[config.mk]
export PLATFORM = sky130hd
export DESIGN_NAME = weight_sram_packer
export DESIGN_NICKNAME = d
export VERILOG_FILES = /design/src/rtl/weight_sram_packer.sv
export SDC_FILE = /design/constraint.sdc
export NUM_CORES = 1
export LEC_CHECK = 0
export CAP_MARGIN = 5
export CELL_PAD_IN_SITES_DETAIL_PLACEMENT = 2
export CELL_PAD_IN_SITES_GLOBAL_PLACEMENT = 2
export CORE_UTILIZATION = 36
export CTS_BUF_LIST = sky130_fd_sc_hd__clkbuf_8 sky130_fd_sc_hd__clkbuf_16
export CTS_CLUSTER_SIZE = 28
export DETAILED_ROUTE_END_ITERATION = 8
export PLACE_DENSITY_LB_ADDON = 0.1
export SETUP_SLACK_MARGIN = 0.2
export SYNTH_ARGS = -nofsm -noshare
export SYNTH_HDL_FRONTEND = slang
export SYNTH_SLANG_ARGS = --single-unit
[constraint.sdc]
create_clock -name s_axis_aclk -period 3.7 [get_ports s_axis_aclk]
set_clock_uncertainty 0.1 [all_clocks]
set_input_delay 0.555 -clock s_axis_aclk [delete_from_list [all_inputs] [get_ports s_axis_aclk]]
set_output_delay 0.555 -clock s_axis_aclk [all_outputs]
set_load 0.05 [all_outputs]
[src/rtl/weight_sram_packer.sv]
`default_nettype none
// ============================================================================
// Module   : weight_sram_packer
// Brief    : Packs the per-byte SRAM write stream from the AXI-Stream input
//            stage into PACK-lane words for the op weight SRAM banks. One
//            wide write with a byte strobe is emitted per word. Sticky
//            per-bank "written" flags and a sticky error flag are provided.
// Options  : PACKER_ZERO_FILL_EN - unwritten lanes are emitted as zero and
//            the strobe is forced all-ones (for banks without byte enables).
// Revision : 1.0 - initial release
// ============================================================================
module weight_sram_packer #(
  parameter int DATA_WIDTH     = 8,
  parameter int PACK           = 8,
  parameter int MAX_ADDR_WIDTH = 13,
  parameter int NUM_BANKS      = 7,
  localparam int c_LW          = $clog2(PACK),
  localparam int c_WAW         = MAX_ADDR_WIDTH - c_LW,
  localparam int c_WW          = DATA_WIDTH * PACK
) (
  input  logic                      s_axis_aclk,
  input  logic                      s_axis_aresetn,
  input  logic                      init,
  input  logic                      write_enable_i,
  input  logic [MAX_ADDR_WIDTH-1:0] write_address_i,
  input  logic [DATA_WIDTH-1:0]     write_data_i,
  input  logic [2:0]                data_type_i,
  input  logic                      flush_i,
  output logic                      sram_we_o,
  output logic [2:0]                sram_bank_o,
  output logic [c_WAW-1:0]          sram_addr_o,
  output logic [c_WW-1:0]           sram_wdata_o,
  output logic [PACK-1:0]           sram_wstrb_o,
  output logic [NUM_BANKS-1:0]      bank_written_o,
  output logic                      busy_o,
  output logic                      err_o
);

  localparam logic [3:0] c_NUM_BANKS = 4'(NUM_BANKS);

  typedef enum logic [1:0] {
    ST_EMPTY      = 2'd0,
    ST_OPEN       = 2'd1,
    ST_FLUSH_PEND = 2'd2
  } state_t;

  state_t                 state_q, state_d;
  logic [2:0]             tag_bank_q, tag_bank_d;
  logic [c_WAW-1:0]       tag_addr_q, tag_addr_d;
  logic [c_WW-1:0]        buf_q, buf_d;
  logic [PACK-1:0]        strb_q, strb_d;
  logic                   err_q, err_d;
  logic [NUM_BANKS-1:0]   bank_written_q, bank_written_d;

  logic                   sram_we_q;
  logic [2:0]             sram_bank_q;
  logic [c_WAW-1:0]       sram_addr_q;
  logic [c_WW-1:0]        sram_wdata_q;
  logic [PACK-1:0]        sram_wstrb_q;

  logic [c_LW-1:0]        w_lane;
  logic [c_WAW-1:0]       w_waddr;
  logic                   w_id_bad;
  logic                   w_accept;
  logic                   w_match;
  logic                   w_flush_eff;
  logic                   w_emit;
  logic [2:0]             w_emit_bank;
  logic [c_WAW-1:0]       w_emit_addr;
  logic [c_WW-1:0]        w_emit_buf;
  logic [PACK-1:0]        w_emit_strb;
  logic [c_WW-1:0]        w_out_data;
  logic [PACK-1:0]        w_out_strb;

  assign w_lane      = write_address_i[c_LW-1:0];
  assign w_waddr     = write_address_i[MAX_ADDR_WIDTH-1:c_LW];
  assign w_id_bad    = write_enable_i && ({1'b0, data_type_i} > c_NUM_BANKS);
  assign w_accept    = write_enable_i && (data_type_i != 3'd0) && !w_id_bad;
  assign w_match     = (state_q != ST_EMPTY) && (tag_bank_q == data_type_i) &&
                       (tag_addr_q == w_waddr);
  // A pending flush behaves exactly like a flush request on the current word.
  assign w_flush_eff = flush_i || (state_q == ST_FLUSH_PEND);

  // Word assembly: merge/open words and decide whether a word leaves this edge.
  always_comb begin
    state_d     = state_q;
    tag_bank_d  = tag_bank_q;
    tag_addr_d  = tag_addr_q;
    buf_d       = buf_q;
    strb_d      = strb_q;
    err_d       = err_q;
    w_emit      = 1'b0;
    w_emit_bank = tag_bank_q;
    w_emit_addr = tag_addr_q;
    w_emit_buf  = buf_q;
    w_emit_strb = strb_q;

    if (w_id_bad) begin
      err_d = 1'b1;
    end

    if (w_accept && !w_match) begin
      // Any open word leaves with its old contents while the new one opens.
      w_emit     = (state_q != ST_EMPTY);
      tag_bank_d = data_type_i;
      tag_addr_d = w_waddr;
      buf_d[w_lane*DATA_WIDTH +: DATA_WIDTH] = write_data_i;
      strb_d         = '0;
      strb_d[w_lane] = 1'b1;
      if ((state_q == ST_EMPTY) && flush_i) begin
        // Nothing was open, so the single-byte word can leave right away.
        w_emit      = 1'b1;
        w_emit_bank = data_type_i;
        w_emit_addr = w_waddr;
        w_emit_buf  = buf_d;
        w_emit_strb = strb_d;
        strb_d      = '0;
        state_d     = ST_EMPTY;
      end else begin
        state_d = flush_i ? ST_FLUSH_PEND : ST_OPEN;
      end
    end else if (w_accept) begin
      if (strb_q[w_lane]) begin
        err_d = 1'b1;
      end
      buf_d[w_lane*DATA_WIDTH +: DATA_WIDTH] = write_data_i;
      strb_d[w_lane] = 1'b1;
      if ((&strb_d) || w_flush_eff) begin
        w_emit      = 1'b1;
        w_emit_buf  = buf_d;
        w_emit_strb = strb_d;
        strb_d      = '0;
        state_d     = ST_EMPTY;
      end
    end else if ((state_q != ST_EMPTY) && w_flush_eff) begin
      w_emit  = 1'b1;
      strb_d  = '0;
      state_d = ST_EMPTY;
    end
  end

`ifdef PACKER_ZERO_FILL_EN
  for (genvar k = 0; k < PACK; k++) begin : g_zero_fill
    assign w_out_data[k*DATA_WIDTH +: DATA_WIDTH] =
      w_emit_strb[k] ? w_emit_buf[k*DATA_WIDTH +: DATA_WIDTH] : '0;
  end
  assign w_out_strb = '1;
`else
  assign w_out_data = w_emit_buf;
  assign w_out_strb = w_emit_strb;
`endif

  // Sticky bank flag for the bank receiving a word on this edge.
  always_comb begin
    bank_written_d = bank_written_q;
    for (int b = 0; b < NUM_BANKS; b++) begin
      if (w_emit && (w_emit_bank == 3'(b + 1))) begin
        bank_written_d[b] = 1'b1;
      end
    end
  end

  // Packer state, open-word buffer and sticky flags.
  always_ff @(posedge s_axis_aclk or negedge s_axis_aresetn) begin
    if (!s_axis_aresetn) begin
      state_q        <= ST_EMPTY;
      tag_bank_q     <= '0;
      tag_addr_q     <= '0;
      buf_q          <= '0;
      strb_q         <= '0;
      err_q          <= 1'b0;
      bank_written_q <= '0;
    end else if (init) begin
      state_q        <= ST_EMPTY;
      tag_bank_q     <= '0;
      tag_addr_q     <= '0;
      buf_q          <= '0;
      strb_q         <= '0;
      err_q          <= 1'b0;
      bank_written_q <= '0;
    end else begin
      state_q        <= state_d;
      tag_bank_q     <= tag_bank_d;
      tag_addr_q     <= tag_addr_d;
      buf_q          <= buf_d;
      strb_q         <= strb_d;
      err_q          <= err_d;
      bank_written_q <= bank_written_d;
    end
  end

  // Output write port: strobe pulses one cycle, payload holds until next word.
  always_ff @(posedge s_axis_aclk or negedge s_axis_aresetn) begin
    if (!s_axis_aresetn) begin
      sram_we_q    <= 1'b0;
      sram_bank_q  <= '0;
      sram_addr_q  <= '0;
      sram_wdata_q <= '0;
      sram_wstrb_q <= '0;
    end else if (init) begin
      sram_we_q    <= 1'b0;
      sram_bank_q  <= '0;
      sram_addr_q  <= '0;
      sram_wdata_q <= '0;
      sram_wstrb_q <= '0;
    end else begin
      sram_we_q <= w_emit;
      if (w_emit) begin
        sram_bank_q  <= w_emit_bank;
        sram_addr_q  <= w_emit_addr;
        sram_wdata_q <= w_out_data;
        sram_wstrb_q <= w_out_strb;
      end
    end
  end

  assign sram_we_o      = sram_we_q;
  assign sram_bank_o    = sram_bank_q;
  assign sram_addr_o    = sram_addr_q;
  assign sram_wdata_o   = sram_wdata_q;
  assign sram_wstrb_o   = sram_wstrb_q;
  assign bank_written_o = bank_written_q;
  assign busy_o         = (state_q != ST_EMPTY);
  assign err_o          = err_q;

endmodule
`default_nettype wire

== Word-level counts from Yosys, hierarchy flattened ==
Cells that the tools add are included.
Cells by class
  $add $sub $neg: 1
  magnitude comparators: 2
  equal/unequal tests: 12
  shift operators: 2
  mux-type cells: 63
  bitwise operators: 1
  reductions and logical operators: 36
Operators with widths (count)
  64-bit two-way mux: 9
  8-bit two-way mux: 12
  64-bit bitwise mux: 1
  8-bit by 34-bit variable shift with 64-bit output, first input constant: 1
  8-bit by 34-bit indexed part select with 64-bit output: 1
  10-bit two-way mux: 6
  6-bit negation with 34-bit output: 1
  2-bit nonzero test: 12
  1-bit two-way mux: 19
  3-bit two-way mux: 6
  1-bit logical AND: 14
  2-bit two-way mux: 7
  3-bit equality test, second input constant: 4
  10-bit equality test: 1
  8-bit bitwise OR: 1
  8-bit AND reduction: 1
  7-bit two-way mux: 1
  3-bit by 2-bit equality test with 1-bit output, second input constant: 2
  3-bit nonzero test: 2
  3-bit by 4-bit < comparator with 1-bit output, second input constant: 1
  4-bit by 2-bit inequality test with 1-bit output, second input constant: 1
  4-bit nonzero test: 1
  1-bit binary-select mux with 3-bit select: 1
  1-bit demux with 3-bit select: 1
  other kinds (10): 11
Word-level totals
  register bits after elaboration: 181
  input port bits: 29
  output and inout port bits: 95
  word-level logic and storage cells: 135

== Longest topological paths before layout ==
  word-level depth: 13
  depth in mapped cells: 12
  depth with buffers taken out: 8

== Least setup slack after synthesis ==
Ideal clock, no wire load.
  path type: input port to flip-flop
  start: input port write_address_i[0]
  end: register sram_wdata_q[22] (netlist: sram_wdata_o[22])
  library setup time: 0.083 ns
  data arrival time: 2.909 ns
  data required time: 3.517 ns
  slack: 0.609 ns
  cell stages on the path: 10
  path buffers: 3
  path through: clkbuf_1 -> clkbuf_1 -> inv_1 -> ha_1 -> clkbuf_1 -> nor3b_1 -> nand2_1 -> o21ai_0 -> a32oi_1 -> o21ai_0
Between the ends
  longest elaborated chain between the ends: 12
  elaborated cells between the ends (all ways): 22
  classes of those cells: add/sub: 1; order compare: 2; shift: 2; mux: 12; bitwise: 1; reduce/logical: 4
Ends and longest elaborated chain
  start, declared: line 25  | input logic [MAX_ADDR_WIDTH-1:0] write_address_i,
  3-bit by 4-bit < comparator with 1-bit output (implied by the code) / 3-bit by 1-bit greater-or-equal comparator with 1-bit output (equally long branches): line 127  | strb_d[w_lane] = 1'b1;
  1-bit logical AND (implied by the code): line 127
  1-bit two-way mux (implied by the code): line 127
  1-bit demux with 3-bit select: line 127
  8-bit bitwise OR (no line)
  8-bit AND reduction: line 128  | if ((&strb_d) || w_flush_eff) begin
  1-bit logical OR: line 128
  64-bit two-way mux: line 128
  64-bit two-way mux: line 122  | end else if (w_accept) begin
  64-bit two-way mux: line 102  | if (w_accept && !w_match) begin
  64-bit two-way mux: line 208  | if (w_emit) begin
  64-bit two-way mux: line 200  | end else if (init) begin
  end signal, assigned: line 211  | sram_wdata_q <= w_out_data;
  end, declared: line 58  | logic [c_WW-1:0] sram_wdata_q;
Several ways; a longest one is shown, not always the timed one. The select of a mux whose other input is x is not followed.
A chain may end at the register's enable or synchronous reset.

== Final worst setup path ==
  start: input port write_address_i[0]
  end: register sram_wstrb_q[6] (netlist: sram_wstrb_o[6])
Between the ends
  longest elaborated chain between the ends: 12
  elaborated cells between the ends (all ways): 18
  classes of those cells: order compare: 2; mux: 11; bitwise: 1; reduce/logical: 4
Ends and longest elaborated chain
  3-bit by 4-bit < comparator with 1-bit output (implied by the code) / 3-bit by 1-bit greater-or-equal comparator with 1-bit output (equally long branches): line 109, 127
  1-bit logical AND (implied by the code): line 109, 127
  1-bit two-way mux (implied by the code): line 109, 127
  1-bit demux with 3-bit select *: line 109, 127
  8-bit bitwise OR (no line)
  8-bit AND reduction: line 128
  1-bit logical OR: line 128
  8-bit two-way mux: line 128
  8-bit two-way mux: line 122
  8-bit two-way mux: line 102
  8-bit two-way mux: line 208
  8-bit two-way mux: line 200
  end signal, assigned: line 212  | sram_wstrb_q <= w_out_strb;
  end, declared: line 59  | logic [PACK-1:0] sram_wstrb_q;
Mark *: on every way between the ends. The rest lies on a longest branch, timed or not. The select of a mux whose other input is x is not followed.

==> summary.md <==
| Metric | Value |
|---|---|
| Outcome | finished clean |
| Max cap viols | 0 |
| DRC | 0 |
| Avg Synthesized Cell Area | about 8.8 um2 |
| Hold Vio Cnt, Final | 0 |
| Vias/cell | 5.68 |
| CP max FO | 70 |
| Synth unique cells | 46 |
| DRT Pass-1 Iters | 7 |
| VDD IR-drop max | 0.269 mV |
| DR WL/cell | ~21 um |
| Worst slew margin | 25.5% |
| Slew at the pin closest to its max-slew limit | roughly 1.1 ns |
| Post-CTS sizing | 0 |
| Gr usage total | 24.5% |
| # rows | 58 |
| Postcts setup bufs | 0 |
| Vias in the first global route | between 9,000 and 10,000 |
| Root Driver | clkbuf_16 |
| Layout Cells excl Fill | about 1,500 |
| First-pass GRT wire length | between 50 and 60 mm |
| Setup TNS | 0 ns |
| CTS Buf Count | 17 |
| Achievable Freq | around 0.32 GHz |
| Period utilization | ~85% |
| Min-Delay Path Class | input pin to async pin |
| WP data arrival | 3.40 ns |
| Final GP Congestion | between 0.7 and 0.8 |
| CP Capture Type | flop |
| 1st-iter DRT viols | approximately 430 |
| Final min period | about 3.1 ns |
| Post-DP HPWL | 20.1 mm |
| Kind of critical path | input pin to flop |
| Synth Register Bits | about 180 |
| Final wirelength | 31.3 mm |
| Cell Count Post-Placement | 1,448 |
| Maximum clock insertion buffer count | 2 |
| Total placed instance area | 10,900 um2 |
| Grt total ovfl | 0 |
| Synth warn | 0 |
| Post-Syn Area | approximately 9200 um2 |
| LEAKAGE | 4.72 nW |
| Antenna diodes | 0 |
| Largest net degree at the start of global routing | 81 |
| Core footprint | 25,100 um2 |
| Layout cells sized above 1 | around 9.0% |
| Worst skew pair latency | roughly 0.45 ns |
| Synth Instances | about 1,000 |
| Wire length on met3 | approximately 1.1 mm |
| Wl on met1 | ~14 mm |
| Die Height | 162 um |
| Initial core utilization | a little over a third |
| Routed Antenna Nets | 0 |
| CTS Sinks | 181 |
| Post-synthesis sequential area ratio | between 40% and 50% |
| CTS tree | built |
| FFs w/ async S/R, synth | 100% |
| Design Area, Final | around 11,000 um2 |
| Unrepaired setup endpoints after global routing | false |
| CTS Hold Bufs | 0 |
| Antenna violations before repair | 0 |
| Slew Limit Fails | 0 |
| CP Data Required Time | around 4.0 ns |
| Nets@finish | about 1,200 |
| Startpoint Class | input pin |
| Commonest non-fill, non-tap cell in the layout | nand2_1 |
| Vias | approximately 8,400 |
| Number of synthesized flops with an enable pin | 0 |
| Chip width | 162 um |
| Clock transition at path regs | ~0.080 ns |
| Final setup violation count | 0 |
| Layout area overhead | 24.6% |
| Power per cell area | 421 nW/um2 |
| Most frequent cells in the layout | nand2_1, dfrtp_1, clkdlybuf4s50_1, o21ai_0, nor2_1 |
| Primary FF master, synth | dfrtp_1 |
| I/O Pins | ~120 |
| Max Used Layer | met4 |
| H-tree lvl count | 4 |
| Met2 routed WL | ~16 mm |
| I/O Buffers | 123 |
| Die ar. | 26,200 um2 |
| Synthesized net count | 1,077 |
metrics by stage:
step | power, mW | utilization [%] | worst slack, ns | hold WS (ns)
CTS | 4.88 | 45.6 | 0.555 | 0.0948
floorplan | 2.66 | - | 0.609 | 0.159
global placement | 3.00 | 43.3 | 0.170 | 0.363
global route | 5.01 | 45.6 | 0.362 | 0.114
finish | 4.82 | 45.6 | 0.554 | 0.0604
detailed placement | 3.02 | 43.3 | 0.0882 | 0.375
synthesized netlist by cell type, types with 2 or more instances:
library cell	number	share of area, %
a211oi_1	5	0.41
a21oi_1	50	2.7
a221oi_1	3	0.29
a222oi_1	2	0.22
a31oi_1	12	0.82
a32o_1	2	0.22
a32oi_1	63	6.0
and2_1	3	0.20
and2b_1	2	0.16
and4_1	2	0.19
and4b_1	2	0.22
buf_1	9	0.37
buf_2	18	0.98
buf_4	7	0.57
clkbuf_1	54	2.2
dfrtp_1	181	49
ha_1	6	0.82
inv_1	10	0.41
mux2_2	21	2.6
mux2i_1	26	2.8
nand2_1	230	9.4
nand2b_1	2	0.14
nand3_1	24	1.3
nand3b_1	4	0.33
nand4_1	4	0.27
nor2_1	95	3.9
nor2b_1	5	0.34
nor3_1	36	2.0
nor3b_1	2	0.16
nor4_1	3	0.20
o211ai_1	8	0.65
o21ai_0	102	5.6
o21ai_1	21	1.1
o31a_1	4	0.38
xor2_1	13	1.2
power breakdown:
group	leakage (nW)	internal [mW]	switching [mW]
clock network	0.288	0.908	0.929
logic	1.95	0.269	0.598
registers	2.48	2.05	0.0609
total	4.72	3.23	1.59
cell type report:
type | instances | area [um2]
Sequential cell | 181 | 4530
Clock buffer | 17 | 425
Inverter | 10 | 37.5
Fill cell | 2784 | 13700
Timing Repair Buffer | 164 | 1620
Tap cell | 330 | 413
Multi-Input combinational cell | 763 | 4260
Clock inverter | 15 | 158
cells by family after synthesis:
family	after synthesis	synth area share (%)
compound gates	281	19.7
buf+inv	98	4.54
fa+ha+maj	6	0.817
xor+xnor	13	1.24
flops	181	49.3
mux	47	5.41
simple gates	416	18.9
flip-flops by register name (all words and copies together), names as in the netlist:
signal / count
sram_we_o: 1
sram_wdata_o: 64
tag_addr_q: 10
err_o: 1
state_q: 2
sram_bank_o: 3
sram_addr_o: 10
strb_q: 8
sram_wstrb_o: 8
buf_q: 64
tag_bank_q: 3
bank_written_o: 7
path summary, 6_finish.rpt:
path,start,endpoint,slack [ns],depth (start not counted)
setup reg to reg,state_q[0],strb_q[0],0.83,6
setup / recovery,write_address_i[0],sram_wstrb_o[6],0.55,8
max in group asynchronous,s_axis_aresetn,sram_wdata_o[1],2.51,2
hold / removal,s_axis_aresetn,buf_q[13],0.06,1
hold reg to reg,sram_wdata_o[46],sram_wdata_o[46],0.39,2
min in group s_axis_aclk,sram_wdata_o[46],sram_wdata_o[46],0.39,2
critical path, stage by stage:
cell	delay, ns
clkdlybuf4s50_1	0.64
and2b_1	0.28
a222oi_1	0.46
o41ai_4	0.18
o31ai_4	0.68
buf_12	0.34
nand2_1	0.12
o211ai_1	0.12
per-layer routing:
metal  up-vias  track usage [%]
met3        44             4.62
met4         0             8.02
met5         -                0
met2       144             41.5
met1      4346             31.4
li1       3869                -
Note: power is estimated with default switching activity, not from simulation.
